`config.mk`:
```
export PLATFORM = sky130hd
export DESIGN_NAME = game_turn_controller
export DESIGN_NICKNAME = d
export VERILOG_FILES = /design/src/rtl/game_turn_controller_pkg.sv /design/src/rtl/game_turn_controller_bomb_pos_gen.sv /design/src/rtl/game_turn_controller.sv
export SDC_FILE = /design/constraint.sdc
export NUM_CORES = 1
export LEC_CHECK = 0
export BUFFER_PORTS_ARGS = -buffer_cell sky130_fd_sc_hd__buf_4
export CORE_MARGIN = 4
export CORE_UTILIZATION = 48
export CTS_BUF_LIST = sky130_fd_sc_hd__clkbuf_4 sky130_fd_sc_hd__clkbuf_8 sky130_fd_sc_hd__clkbuf_16
export DETAILED_ROUTE_END_ITERATION = 6
export PLACE_DENSITY_LB_ADDON = 0.08
export SYNTH_ARGS = -nofsm -noshare
export SYNTH_HDL_FRONTEND = slang
export SYNTH_SLANG_ARGS = --single-unit
```
`constraint.sdc`:
```
create_clock -name clk -period 2.1 [get_ports clk]
set_input_delay 0 -clock clk [delete_from_list [all_inputs] [get_ports clk]]
set_output_delay 0 -clock clk [all_outputs]
set_load 0.005 [all_outputs]
```
`src/rtl/game_turn_controller_pkg.sv`:
```
// Shared definitions for the bomb-chase turn controller: state and winner
// encodings, screen geometry, bomb limits and small helper functions.
package game_turn_controller_pkg;

  typedef enum logic [1:0] {
    QI      = 2'b00,
    QGAME_1 = 2'b01,
    QGAME_2 = 2'b10,
    QDONE   = 2'b11
  } game_state_t;

  typedef enum logic [1:0] {
    WIN_NONE = 2'b00,
    WIN_P1   = 2'b01,
    WIN_P2   = 2'b10
  } winner_t;

  localparam int SCREEN_W = 640;
  localparam int SCREEN_H = 480;

  // Bomb centre must stay 20 pixels inside every screen edge.
  localparam logic [9:0] BOMB_X_MIN   = 10'd20;
  localparam logic [9:0] BOMB_X_MAX   = 10'(SCREEN_W - 20);
  localparam logic [9:0] BOMB_Y_MIN   = 10'd20;
  localparam logic [9:0] BOMB_Y_MAX   = 10'(SCREEN_H - 20);
  localparam logic [9:0] BOMB_X_RESET = 10'd240;
  localparam logic [9:0] BOMB_Y_RESET = 10'd240;

  localparam logic [15:0] LFSR_SEED = 16'hACE1;

  function automatic game_state_t other_turn(input game_state_t s);
    return (s == QGAME_1) ? QGAME_2 : QGAME_1;
  endfunction

  // Saturating score increment; a score never passes the winning limit.
  function automatic logic [3:0] score_inc(input logic [3:0] s, input logic [3:0] lim);
    return (s >= lim) ? lim : s + 4'd1;
  endfunction

endpackage

```
`src/rtl/game_turn_controller_bomb_pos_gen.sv`:
```
// Bomb position source. GAME_CTRL_LFSR_EN selects a free-running LFSR folded
// into the legal area; otherwise a fixed four-corner table is stepped through.
module bomb_pos_gen
  import game_turn_controller_pkg::*;
(
  input  logic       clk,
  input  logic       reset_n,
  input  logic       relocate,
  output logic [9:0] bomb_x,
  output logic [9:0] bomb_y
);

`ifdef GAME_CTRL_LFSR_EN
  localparam logic [9:0] X_SPAN = BOMB_X_MAX - BOMB_X_MIN + 10'd1;
  localparam logic [8:0] Y_SPAN = 9'(BOMB_Y_MAX - BOMB_Y_MIN + 10'd1);

  logic [15:0] lfsr;
  logic        fb;
  logic [9:0]  x_raw, x_off;
  logic [8:0]  y_raw, y_off;

  // Taps 16,14,13,11 (bits 15,13,12,10).
  assign fb    = lfsr[15] ^ lfsr[13] ^ lfsr[12] ^ lfsr[10];
  assign x_raw = lfsr[9:0];
  assign y_raw = lfsr[15:7];
  // A single subtract suffices: raw ranges are below twice the spans.
  assign x_off = (x_raw >= X_SPAN) ? x_raw - X_SPAN : x_raw;
  assign y_off = (y_raw >= Y_SPAN) ? y_raw - Y_SPAN : y_raw;

  always_ff @(posedge clk or negedge reset_n) begin
    if (!reset_n) begin
      lfsr   <= LFSR_SEED;
      bomb_x <= BOMB_X_RESET;
      bomb_y <= BOMB_Y_RESET;
    end else begin
      lfsr <= {lfsr[14:0], fb};
      if (relocate) begin
        bomb_x <= BOMB_X_MIN + x_off;
        bomb_y <= BOMB_Y_MIN + {1'b0, y_off};
      end
    end
  end
`else
  logic [1:0] idx;

  function automatic logic [9:0] tbl_x(input logic [1:0] i);
    return (i == 2'd0 || i == 2'd3) ? 10'd100 : 10'd540;
  endfunction

  function automatic logic [9:0] tbl_y(input logic [1:0] i);
    return (i == 2'd0 || i == 2'd1) ? 10'd60 : 10'd420;
  endfunction

  always_ff @(posedge clk or negedge reset_n) begin
    if (!reset_n) begin
      idx    <= 2'd0;
      bomb_x <= BOMB_X_RESET;
      bomb_y <= BOMB_Y_RESET;
    end else if (relocate) begin
      idx    <= idx + 2'd1;
      bomb_x <= tbl_x(idx);
      bomb_y <= tbl_y(idx);
    end
  end
`endif

endmodule

```
`src/rtl/game_turn_controller.sv`:
```
// Two-player turn sequencer: state machine, turn countdown, scores and bomb
// relocation. Build option: GAME_CTRL_LFSR_EN (random bomb placement).
module game_turn_controller
  import game_turn_controller_pkg::*;
#(
  parameter int TURN_TICKS = 64,
  parameter int WIN_SCORE  = 10
) (
  input  logic       clk,
  input  logic       reset_n,
  input  logic       tick,
  input  logic       start,
  input  logic       hit,
  output logic [1:0] state,
  output logic       move_en_p1,
  output logic       move_en_p2,
  output logic [3:0] p1_score,
  output logic [3:0] p2_score,
  output logic [6:0] turn_left,
  output logic [9:0] bomb_x,
  output logic [9:0] bomb_y,
  output logic       bomb_relocate,
  output logic [1:0] winner
);

  localparam logic [6:0] TURN_RELOAD = 7'(TURN_TICKS);
  localparam logic [3:0] WIN_LIMIT   = 4'(WIN_SCORE);

  logic        start_q, start_d, hit_q, hit_d;
  logic        start_rise, hit_rise;
  game_state_t state_r, state_nx;
  winner_t     winner_r, winner_nx;
  logic [3:0]  p1_r, p1_nx, p2_r, p2_nx, scored;
  logic [6:0]  turn_r, turn_nx;
  logic        reloc_nx;

  // Inputs come from switches and the collision path; register, then edge-detect.
  always_ff @(posedge clk or negedge reset_n) begin
    if (!reset_n) begin
      start_q <= 1'b0;
      start_d <= 1'b0;
      hit_q   <= 1'b0;
      hit_d   <= 1'b0;
    end else begin
      start_q <= start;
      start_d <= start_q;
      hit_q   <= hit;
      hit_d   <= hit_q;
    end
  end

  assign start_rise = start_q & ~start_d;
  assign hit_rise   = hit_q & ~hit_d;

  always_comb begin
    state_nx  = state_r;
    winner_nx = winner_r;
    p1_nx     = p1_r;
    p2_nx     = p2_r;
    turn_nx   = turn_r;
    reloc_nx  = 1'b0;
    scored    = 4'd0;
    case (state_r)
      QI: begin
        p1_nx     = 4'd0;
        p2_nx     = 4'd0;
        winner_nx = WIN_NONE;
        turn_nx   = TURN_RELOAD;
        if (start_rise) state_nx = QGAME_1;
      end
      QGAME_1, QGAME_2: begin
        if (!start_q) begin
          state_nx  = QI;
          p1_nx     = 4'd0;
          p2_nx     = 4'd0;
          winner_nx = WIN_NONE;
          turn_nx   = TURN_RELOAD;
        end else if (hit_rise) begin
          // A hit takes precedence over an expiring tick in the same cycle.
          reloc_nx = 1'b1;
          turn_nx  = TURN_RELOAD;
          if (state_r == QGAME_1) begin
            scored = score_inc(p1_r, WIN_LIMIT);
            p1_nx  = scored;
          end else begin
            scored = score_inc(p2_r, WIN_LIMIT);
            p2_nx  = scored;
          end
          if (scored == WIN_LIMIT) begin
            state_nx  = QDONE;
            winner_nx = (state_r == QGAME_1) ? WIN_P1 : WIN_P2;
          end else begin
            state_nx = other_turn(state_r);
          end
        end else if (tick) begin
          if (turn_r <= 7'd1) begin
            state_nx = other_turn(state_r);
            turn_nx  = TURN_RELOAD;
          end else begin
            turn_nx = turn_r - 7'd1;
          end
        end
      end
      QDONE: begin
        if (!start_q) begin
          state_nx  = QI;
          p1_nx     = 4'd0;
          p2_nx     = 4'd0;
          winner_nx = WIN_NONE;
          turn_nx   = TURN_RELOAD;
        end
      end
      default: state_nx = QI;
    endcase
  end

  always_ff @(posedge clk or negedge reset_n) begin
    if (!reset_n) begin
      state_r       <= QI;
      winner_r      <= WIN_NONE;
      p1_r          <= 4'd0;
      p2_r          <= 4'd0;
      turn_r        <= TURN_RELOAD;
      bomb_relocate <= 1'b0;
      move_en_p1    <= 1'b0;
      move_en_p2    <= 1'b0;
    end else begin
      state_r       <= state_nx;
      winner_r      <= winner_nx;
      p1_r          <= p1_nx;
      p2_r          <= p2_nx;
      turn_r        <= turn_nx;
      bomb_relocate <= reloc_nx;
      move_en_p1    <= (state_nx == QGAME_1);
      move_en_p2    <= (state_nx == QGAME_2);
    end
  end

  // The generator updates on the same edge that raises bomb_relocate.
  bomb_pos_gen u_bomb_pos_gen (
    .clk      (clk),
    .reset_n  (reset_n),
    .relocate (reloc_nx),
    .bomb_x   (bomb_x),
    .bomb_y   (bomb_y)
  );

  assign state     = state_r;
  assign winner    = winner_r;
  assign p1_score  = p1_r;
  assign p2_score  = p2_r;
  assign turn_left = turn_r;

endmodule

```
==> flow_metrics.env, run 1 <==
export IMPL_worst_slack_placed_ps=-3.09
export IMPL_number_of_warning_messages_in_the_yosys_log=0
export IMPL_buffer_ports_inserted=39
export IMPL_syn_to_layout_area_delta_pct=27.1
export IMPL_layout_filler_cells=309
export IMPL_synthesized_instance_count=200
export IMPL_dp_hpwl_um=3180
export IMPL_htree_num_levels=2
export IMPL_totalWireLength_um=4320
export IMPL_tritoncts="built"
export IMPL_drt_drc_violations_left=0
export IMPL_synth_seq_area_share_pct=46.7
export IMPL_clock_sinks=36
export IMPL_avgSynthCellArea_um2=9.73
export IMPL_cp_slowest_stage_delay_ps=380
export IMPL_root_buffer="clkbuf_8"
export IMPL_synth_edf_count=0
export IMPL_fmax_mhz=485
export IMPL_timing_hold_worst_class="input pin to async pin"
export IMPL_gr_usage_met2_pct=29.1
export IMPL_drt_vias_per_instance=5.40
export IMPL_worst_hold_slack_ps=204
export IMPL_cts_inserted_buffers=5
export IMPL_floorplan_die_area_mm2=0.00514
export IMPL_cts_clk_slew_worst_paths_ps=70
export IMPL_globalRouteOverflowTotal=0
export IMPL_final_seq_area_um2=908
export IMPL_dpl_cell_count=290
export IMPL_yosysUniqueCellTypes=45
export IMPL_number_of_setup_violations_in_the_final_report=0
export IMPL_final_cell_mix="buf_4 (54), dfrtp_1 (30), nand2_1 (27)"
export IMPL_mostFrequentLayoutCell="buf_4"
export IMPL_boundaryPins=47
export IMPL_worst_case_setup_margin_in_the_final_layout_ps=37.7
export IMPL_top_usage_layer="met2"
export IMPL_placer_s_final_routability_congestion_estimate=0.770
export IMPL_timing_critical_path_slowest_stage_cell="dfrtp_1"
export IMPL_die_width_um=71.7
export IMPL_synth_seq_cells=36
export IMPL_ir_worst_vdd_uv=731
export IMPL_total_power_divided_by_cell_area_mw_per_mm2=1250
export IMPL_grt_antenna_before_repair=0
export IMPL_run_status="completed"
export IMPL_criticalPathCategory="flop to flop"
export IMPL_first_global_vias=1612
export IMPL_final_non_filler_cell_total=302
export IMPL_multi_input_area_um2=921
export IMPL_row_count=22
export IMPL_start_util_pct=51.3
export IMPL_fin_crit_sh_pct=98.2
export IMPL_globalRouteMet1Util_pct=20.4
export IMPL_final_max_slew_viol_count=0
export IMPL_drt_first_iter_violations=74
export IMPL_drt_antenna_violating_nets=0
export IMPL_core_area_mm2=0.00380
export IMPL_layout_net_count=269
export IMPL_max_clock_path_buffers=2
export IMPL_postSynth_topFlopCell="dfrtp_1"
export IMPL_grt_usage_pct=17.0
export IMPL_synthesis_area_mm2=0.00195
export IMPL_cap_violations=0
export IMPL_grt_met3_usage_pct=4.91
export IMPL_die_h_um=71.7
export IMPL_drt_first_pass_iters=4
export IMPL_worstPathCellList="buf_4, o31a_1, o221a_1, a32oi_2, nand2_1, mux2_4, a22o_1"
export IMPL_static_leakage_power_nw=1.22
export IMPL_final_layout_size_suffix_gt1_share_pct=31.5
export IMPL_timing_clock_skew_ps=7.32
export IMPL_global_route_wire_length_before_repair_um=7030
export IMPL_route_vias_total=1632
export IMPL_crit_required_ps=2270
export IMPL_drt_wirelength_per_cell_um=14.3
export IMPL_cp_start_kind="flop"
export IMPL_latest_clock_arrival_within_the_worst_skew_pair_ps=280
export IMPL_finalHoldViolCount=0
export IMPL_cp_end_kind="flop"
export IMPL_grt_start_max_net_pins=37
export IMPL_async_flop_share_pct=100
export IMPL_layout_min_cycle_time_ps=2060
export IMPL_rsz0062_at_grt="yes"
export IMPL_cp_max_fo=6
export IMPL_antenna_diode_count=0
export IMPL_worstPathArrival_ps=2240
-- cell usage after synthesis (all sizes together) (2+ instances only) --
cell | count | area (um^2)
nand2b | 3 | 18.8
o21a | 3 | 22.5
nand3 | 5 | 25.0
nor2 | 8 | 32.5
dfrtp | 30 | 751
nor3b | 3 | 22.5
o22ai | 2 | 12.5
a31oi | 3 | 18.8
a21oi | 9 | 45.0
nor3 | 2 | 10.0
buf | 14 | 100
o31a | 2 | 17.5
dfstp | 6 | 158
nor2b | 5 | 33.8
o21ai | 21 | 116
ha | 11 | 138
nand2 | 27 | 101
o31ai | 4 | 30.0
conb | 2 | 7.51
clkbuf | 2 | 7.51
or3 | 2 | 12.5
a22o | 6 | 52.6
inv | 14 | 52.6
-- what timing repair did --
| action | 4_1_cts | 5_1_grt |
|---|---|---|
| buffers inserted | 0 | 1 |
| endpoints found under the setup margin | 1 | 4 |
| endpoints found under the hold margin | 32 | 0 |
| resized for setup | 0 | 5 |
| pin swaps | 1 | 3 |
| hold buffers | 3 | 0 |
-- sequential cells by signal, summed over array words and instances, names as in the netlist, 2 cells and up --
register	flops
p2_score	4
winner	2
u_bomb_pos_gen.idx	2
state	2
u_bomb_pos_gen.bomb_x	4
u_bomb_pos_gen.bomb_y	4
turn_left	7
p1_score	4
-- critical path: cells and delay by family, from the launching register on --
family                 cells  cell delay, ps
AOI/OAI and AO/OA          4            1010
buffers and inverters      1             150
DFF                        1             380
muxes                      1             300
and+or+nand+nor            1             110
-- final cells by class --
class | instances | share of cell area [%]
multi-input cells | 139 | 37.2
flip-flops and latches | 36 | 36.7
repair buffers | 57 | 17.6
clock buffers | 8 | 3.94
well taps | 48 | 2.43
inverters | 14 | 2.12
-- power by group --
part	leakage [nW]	switching, mW	internal (mW)
Clock	0.0523	0.230	0.293
Sequential	0.450	0.158	0.914
Combinational	0.719	0.777	0.733
Total	1.22	1.16	1.94
-- stage by stage --
step	setup TNS [ps]	power (mW)	area, um^2	util, %
2_1_floorplan	0	1.94	1970	-
3_3_place_gp	0	2.51	2320	61.0
3_5_place_dp	-3.09	2.55	2320	61.0
4_1_cts	0	3.10	2440	64.3
5_1_grt	-141	3.36	2470	65.2
6_report	0	3.10	2470	65.2
-- final timing paths --
check                                         from                                   end  slack, ps  depth (start not counted)
setup / recovery           p1_score[1]$_DFFE_PN0P_                 winner[0]$_DFFE_PN0P_         40                          7
hold / removal                             reset_n              turn_left[1]$_DFFE_PN0P_        200                          2
setup reg to reg           p1_score[1]$_DFFE_PN0P_                 winner[0]$_DFFE_PN0P_         40                          7
hold reg to reg                    hit_q$_DFF_PN0_                       hit_d$_DFF_PN0_        410                          0
max in group asynchronous                  reset_n  u_bomb_pos_gen.bomb_y[7]$_DFFE_PN1P_       1540                          2
min in group clk                              tick              turn_left[0]$_DFFE_PN0P_        260                          5
-- routing by layer --
| layer | wire (um) | part of all wire [%] |
|---|---|---|
| met5 | 0 | 0 |
| met2 | 2190 | 51 |
| met1 | 1790 | 42 |
| met3 | 278 | 6.4 |
| met4 | 51 | 1.2 |
-- cell families after synthesis --
logic type | after synthesis | share of synthesized area (%)
other | 2 | 0.386
DFF | 36 | 46.7
adders and majority gates | 11 | 7.07
AOI/OAI and AO/OA | 59 | 21.1
xor gates and xnor gates | 1 | 0.450
muxes | 2 | 1.09
and+or+nand+nor | 59 | 15.0
buffers and inverters | 30 | 8.23
Note: power is estimated with default switching activity, not from simulation.
==> run 2, diff against run 1 <==
--- a/config.mk
+++ b/config.mk
@@ -5,12 +5,15 @@
 export SDC_FILE = /design/constraint.sdc
 export NUM_CORES = 1
 export LEC_CHECK = 0
+export ABC_AREA = 0
 export BUFFER_PORTS_ARGS = -buffer_cell sky130_fd_sc_hd__buf_4
 export CORE_MARGIN = 4
 export CORE_UTILIZATION = 48
 export CTS_BUF_LIST = sky130_fd_sc_hd__clkbuf_4 sky130_fd_sc_hd__clkbuf_8 sky130_fd_sc_hd__clkbuf_16
 export DETAILED_ROUTE_END_ITERATION = 6
 export PLACE_DENSITY_LB_ADDON = 0.08
+export SETUP_SLACK_MARGIN = 0.5
 export SYNTH_ARGS = -nofsm -noshare
 export SYNTH_HDL_FRONTEND = slang
 export SYNTH_SLANG_ARGS = --single-unit
+export TNS_END_PERCENT = 100
==> run 2 against run 1 <==
Power rose by 24%; final area rose by 17%; wire length rose by 27%; via count rose by 13%; clock skew barely moved.
==> flow_metrics.env, run 2 (synthesis results as in run 1) <==
export IMPL_run_status="completed"
export IMPL_layout_filler_cells=255
export IMPL_cts_clk_slew_worst_paths_ps=70
export IMPL_final_layout_size_suffix_gt1_share_pct=50.0
export IMPL_worstPathCellList="inv_2, ha_4, o21ai_1, a31oi_2, a32oi_2, buf_4, buf_6, nor3_1, a21oi_1, o21ai_1"
export IMPL_worst_slack_placed_ps=36.3
export IMPL_fin_crit_sh_pct=98.0
export IMPL_global_route_wire_length_before_repair_um=8200
export IMPL_net_switching_power_of_the_design_mw=1.54
export IMPL_cts_inserted_buffers=5
export IMPL_drt_antenna_violating_nets=0
export IMPL_static_leakage_power_nw=1.40
export IMPL_final_max_slew_viol_count=0
export IMPL_grt_start_max_net_pins=37
export IMPL_final_seq_area_um2=912
export IMPL_cp_slowest_stage_delay_ps=430
export IMPL_finish_instance_area_mm2=0.00290
export IMPL_post_dp_cell_area_mm2=0.00233
export IMPL_rsz0062_at_grt="yes"
export IMPL_reg_power_share_pct=27.6
export IMPL_placer_s_final_routability_congestion_estimate=0.835
export IMPL_crit_required_ps=2310
export IMPL_crit_path_frequent_cell="o21ai_1"
export IMPL_floorplan_die_area_mm2=0.00514
export IMPL_worst_case_setup_margin_in_the_final_layout_ps=42.2
export IMPL_ir_worst_vdd_uv=752
export IMPL_row_count=22
export IMPL_multi_input_area_mm2=0.00114
export IMPL_cp_max_fo=3
export IMPL_syn_to_layout_area_delta_pct=49.2
export IMPL_final_cell_mix="buf_4 (68), dfrtp_1 (27), nand2_1 (23)"
export IMPL_post_route_util_pct=76.4
export IMPL_number_of_setup_violations_in_the_final_report=0
export IMPL_layout_net_count=291
export IMPL_die_width_um=71.7
export IMPL_internal_power_summed_over_all_cells_mw=2.33
export IMPL_drt_vias_per_instance=5.67
export IMPL_grt_usage_pct=20.1
export IMPL_route_vias_total=1837
export IMPL_htree_num_levels=2
export IMPL_core_area_mm2=0.00380
export IMPL_start_util_pct=51.3
export IMPL_boundaryPins=47
export IMPL_mostFrequentLayoutCell="buf_4"
export IMPL_die_h_um=71.7
export IMPL_antenna_diode_count=0
export IMPL_max_clock_path_buffers=2
export IMPL_total_power_divided_by_cell_area_mw_per_mm2=1330
export IMPL_finalHoldViolCount=0
export IMPL_p_clk_share_pct=12.9
export IMPL_grt_antenna_before_repair=0
export IMPL_root_buffer="clkbuf_8"
export IMPL_latest_clock_arrival_within_the_worst_skew_pair_ps=290
export IMPL_layout_min_cycle_time_ps=2060
export IMPL_drt_first_pass_iters=4
export IMPL_timing_clock_skew_ps=7.57
export IMPL_worstPathArrival_ps=2270
export IMPL_drt_wirelength_per_cell_um=16.9
export IMPL_timing_critical_path_slowest_stage_cell="dfrtp_1"
export IMPL_buffer_ports_inserted=39
export IMPL_cp_end_kind="flop"
export IMPL_tritoncts="built"
export IMPL_largest_reg_flops=7
export IMPL_drt_first_iter_violations=127
export IMPL_globalRouteOverflowTotal=0
export IMPL_totalWireLength_um=5480
export IMPL_dp_hpwl_um=3320
export IMPL_first_global_vias=1741
export IMPL_timing_hold_worst_class="input pin to async pin"
export IMPL_drt_drc_violations_left=0
export IMPL_cap_violations=0
export IMPL_setup_total_negative_slack_ps=0
export IMPL_power_share_switching_pct=39.8
export IMPL_criticalPathCategory="flop to flop"
export IMPL_fmax_mhz=486
export IMPL_clock_sinks=36
export IMPL_power_combinational_fraction_pct=59.5
export IMPL_cp_start_kind="flop"
==> run 2: metrics by stage <==
| step | power, mW | instances | hold WS [ps] |
|---|---|---|---|
| after floorplan | 2.02 | 205 | -296 |
| after global placement | 2.53 | 288 | -29.5 |
| after detailed placement | 2.60 | 288 | -22.7 |
| after CTS | 3.51 | 320 | 208 |
| after global routing | 4.08 | 324 | 236 |
| final | 3.86 | 324 | 197 |
==> run 2: worst paths after layout <==
| path | from | endpoint | slack, ps | cells past startpoint |
|---|---|---|---|---|
| worst max-delay path | p2_score[0]$_DFFE_PN0P_ | winner[1]$_DFFE_PN0P_ | 40 | 10 |
| worst min-delay path | reset_n | p2_score[0]$_DFFE_PN0P_ | 200 | 2 |
| worst max register to register | p2_score[0]$_DFFE_PN0P_ | winner[1]$_DFFE_PN0P_ | 40 | 10 |
| worst min register to register | hit_q$_DFF_PN0_ | hit_d$_DFF_PN0_ | 420 | 0 |
| max in group asynchronous | reset_n | turn_left[6]$_DFFE_PN1P_ | 1550 | 2 |
| min in group clk | tick | turn_left[0]$_DFFE_PN0P_ | 270 | 5 |
==> run 2: repair_timing <==
item | in CTS | in global routing
endpoints found under the hold margin | 38 | 0
gates resized for setup | 30 | 25
setup endpoints to repair | 32 | 23
hold buffers | 3 | 0
setup buffers | 21 | 4
pin swaps | 16 | 19
==> run 2: worst max-delay path, delay by kind of cell (launching register included) <==
kind                     cells  cell delay (ps)
flip-flops                   1              430
AO/OA/AOI/OAI                5              720
AND/OR/NAND/NOR              1              280
adder cells (fa/ha/maj)      1              150
buffers and inverters        3              400
==> run 2: layout make-up <==
type	instances	share of cell area (%)
Tap cell	48	2.07
Sequential cell	36	31.4
Clock inverter	2	0.345
Timing Repair Buffer	79	22.1
Clock buffer	6	2.84
Inverter	14	1.81
Multi-Input combinational cell	139	39.4
==> run 2: routing by layer <==
metal  global-route usage (%)  vias to the layer above  part of all wire, %
li1                         -                      835                    -
met1                     24.7                      927                   40
met2                     34.2                       67                   52
met3                     5.19                        8                  5.4
met4                     7.10                        0                  1.7
met5                        0                        -                    0
==> run 2: power groups by stage <==
stage          combinational (mW)  clock (mW)  sequential (mW)
2_1_floorplan               0.936           0             1.09
5_1_grt                      2.45       0.544             1.09
3_3_place_gp                 1.47           0             1.06
4_1_cts                      1.94       0.510             1.06
6_report                     2.30       0.497             1.07
3_5_place_dp                 1.52           0             1.08
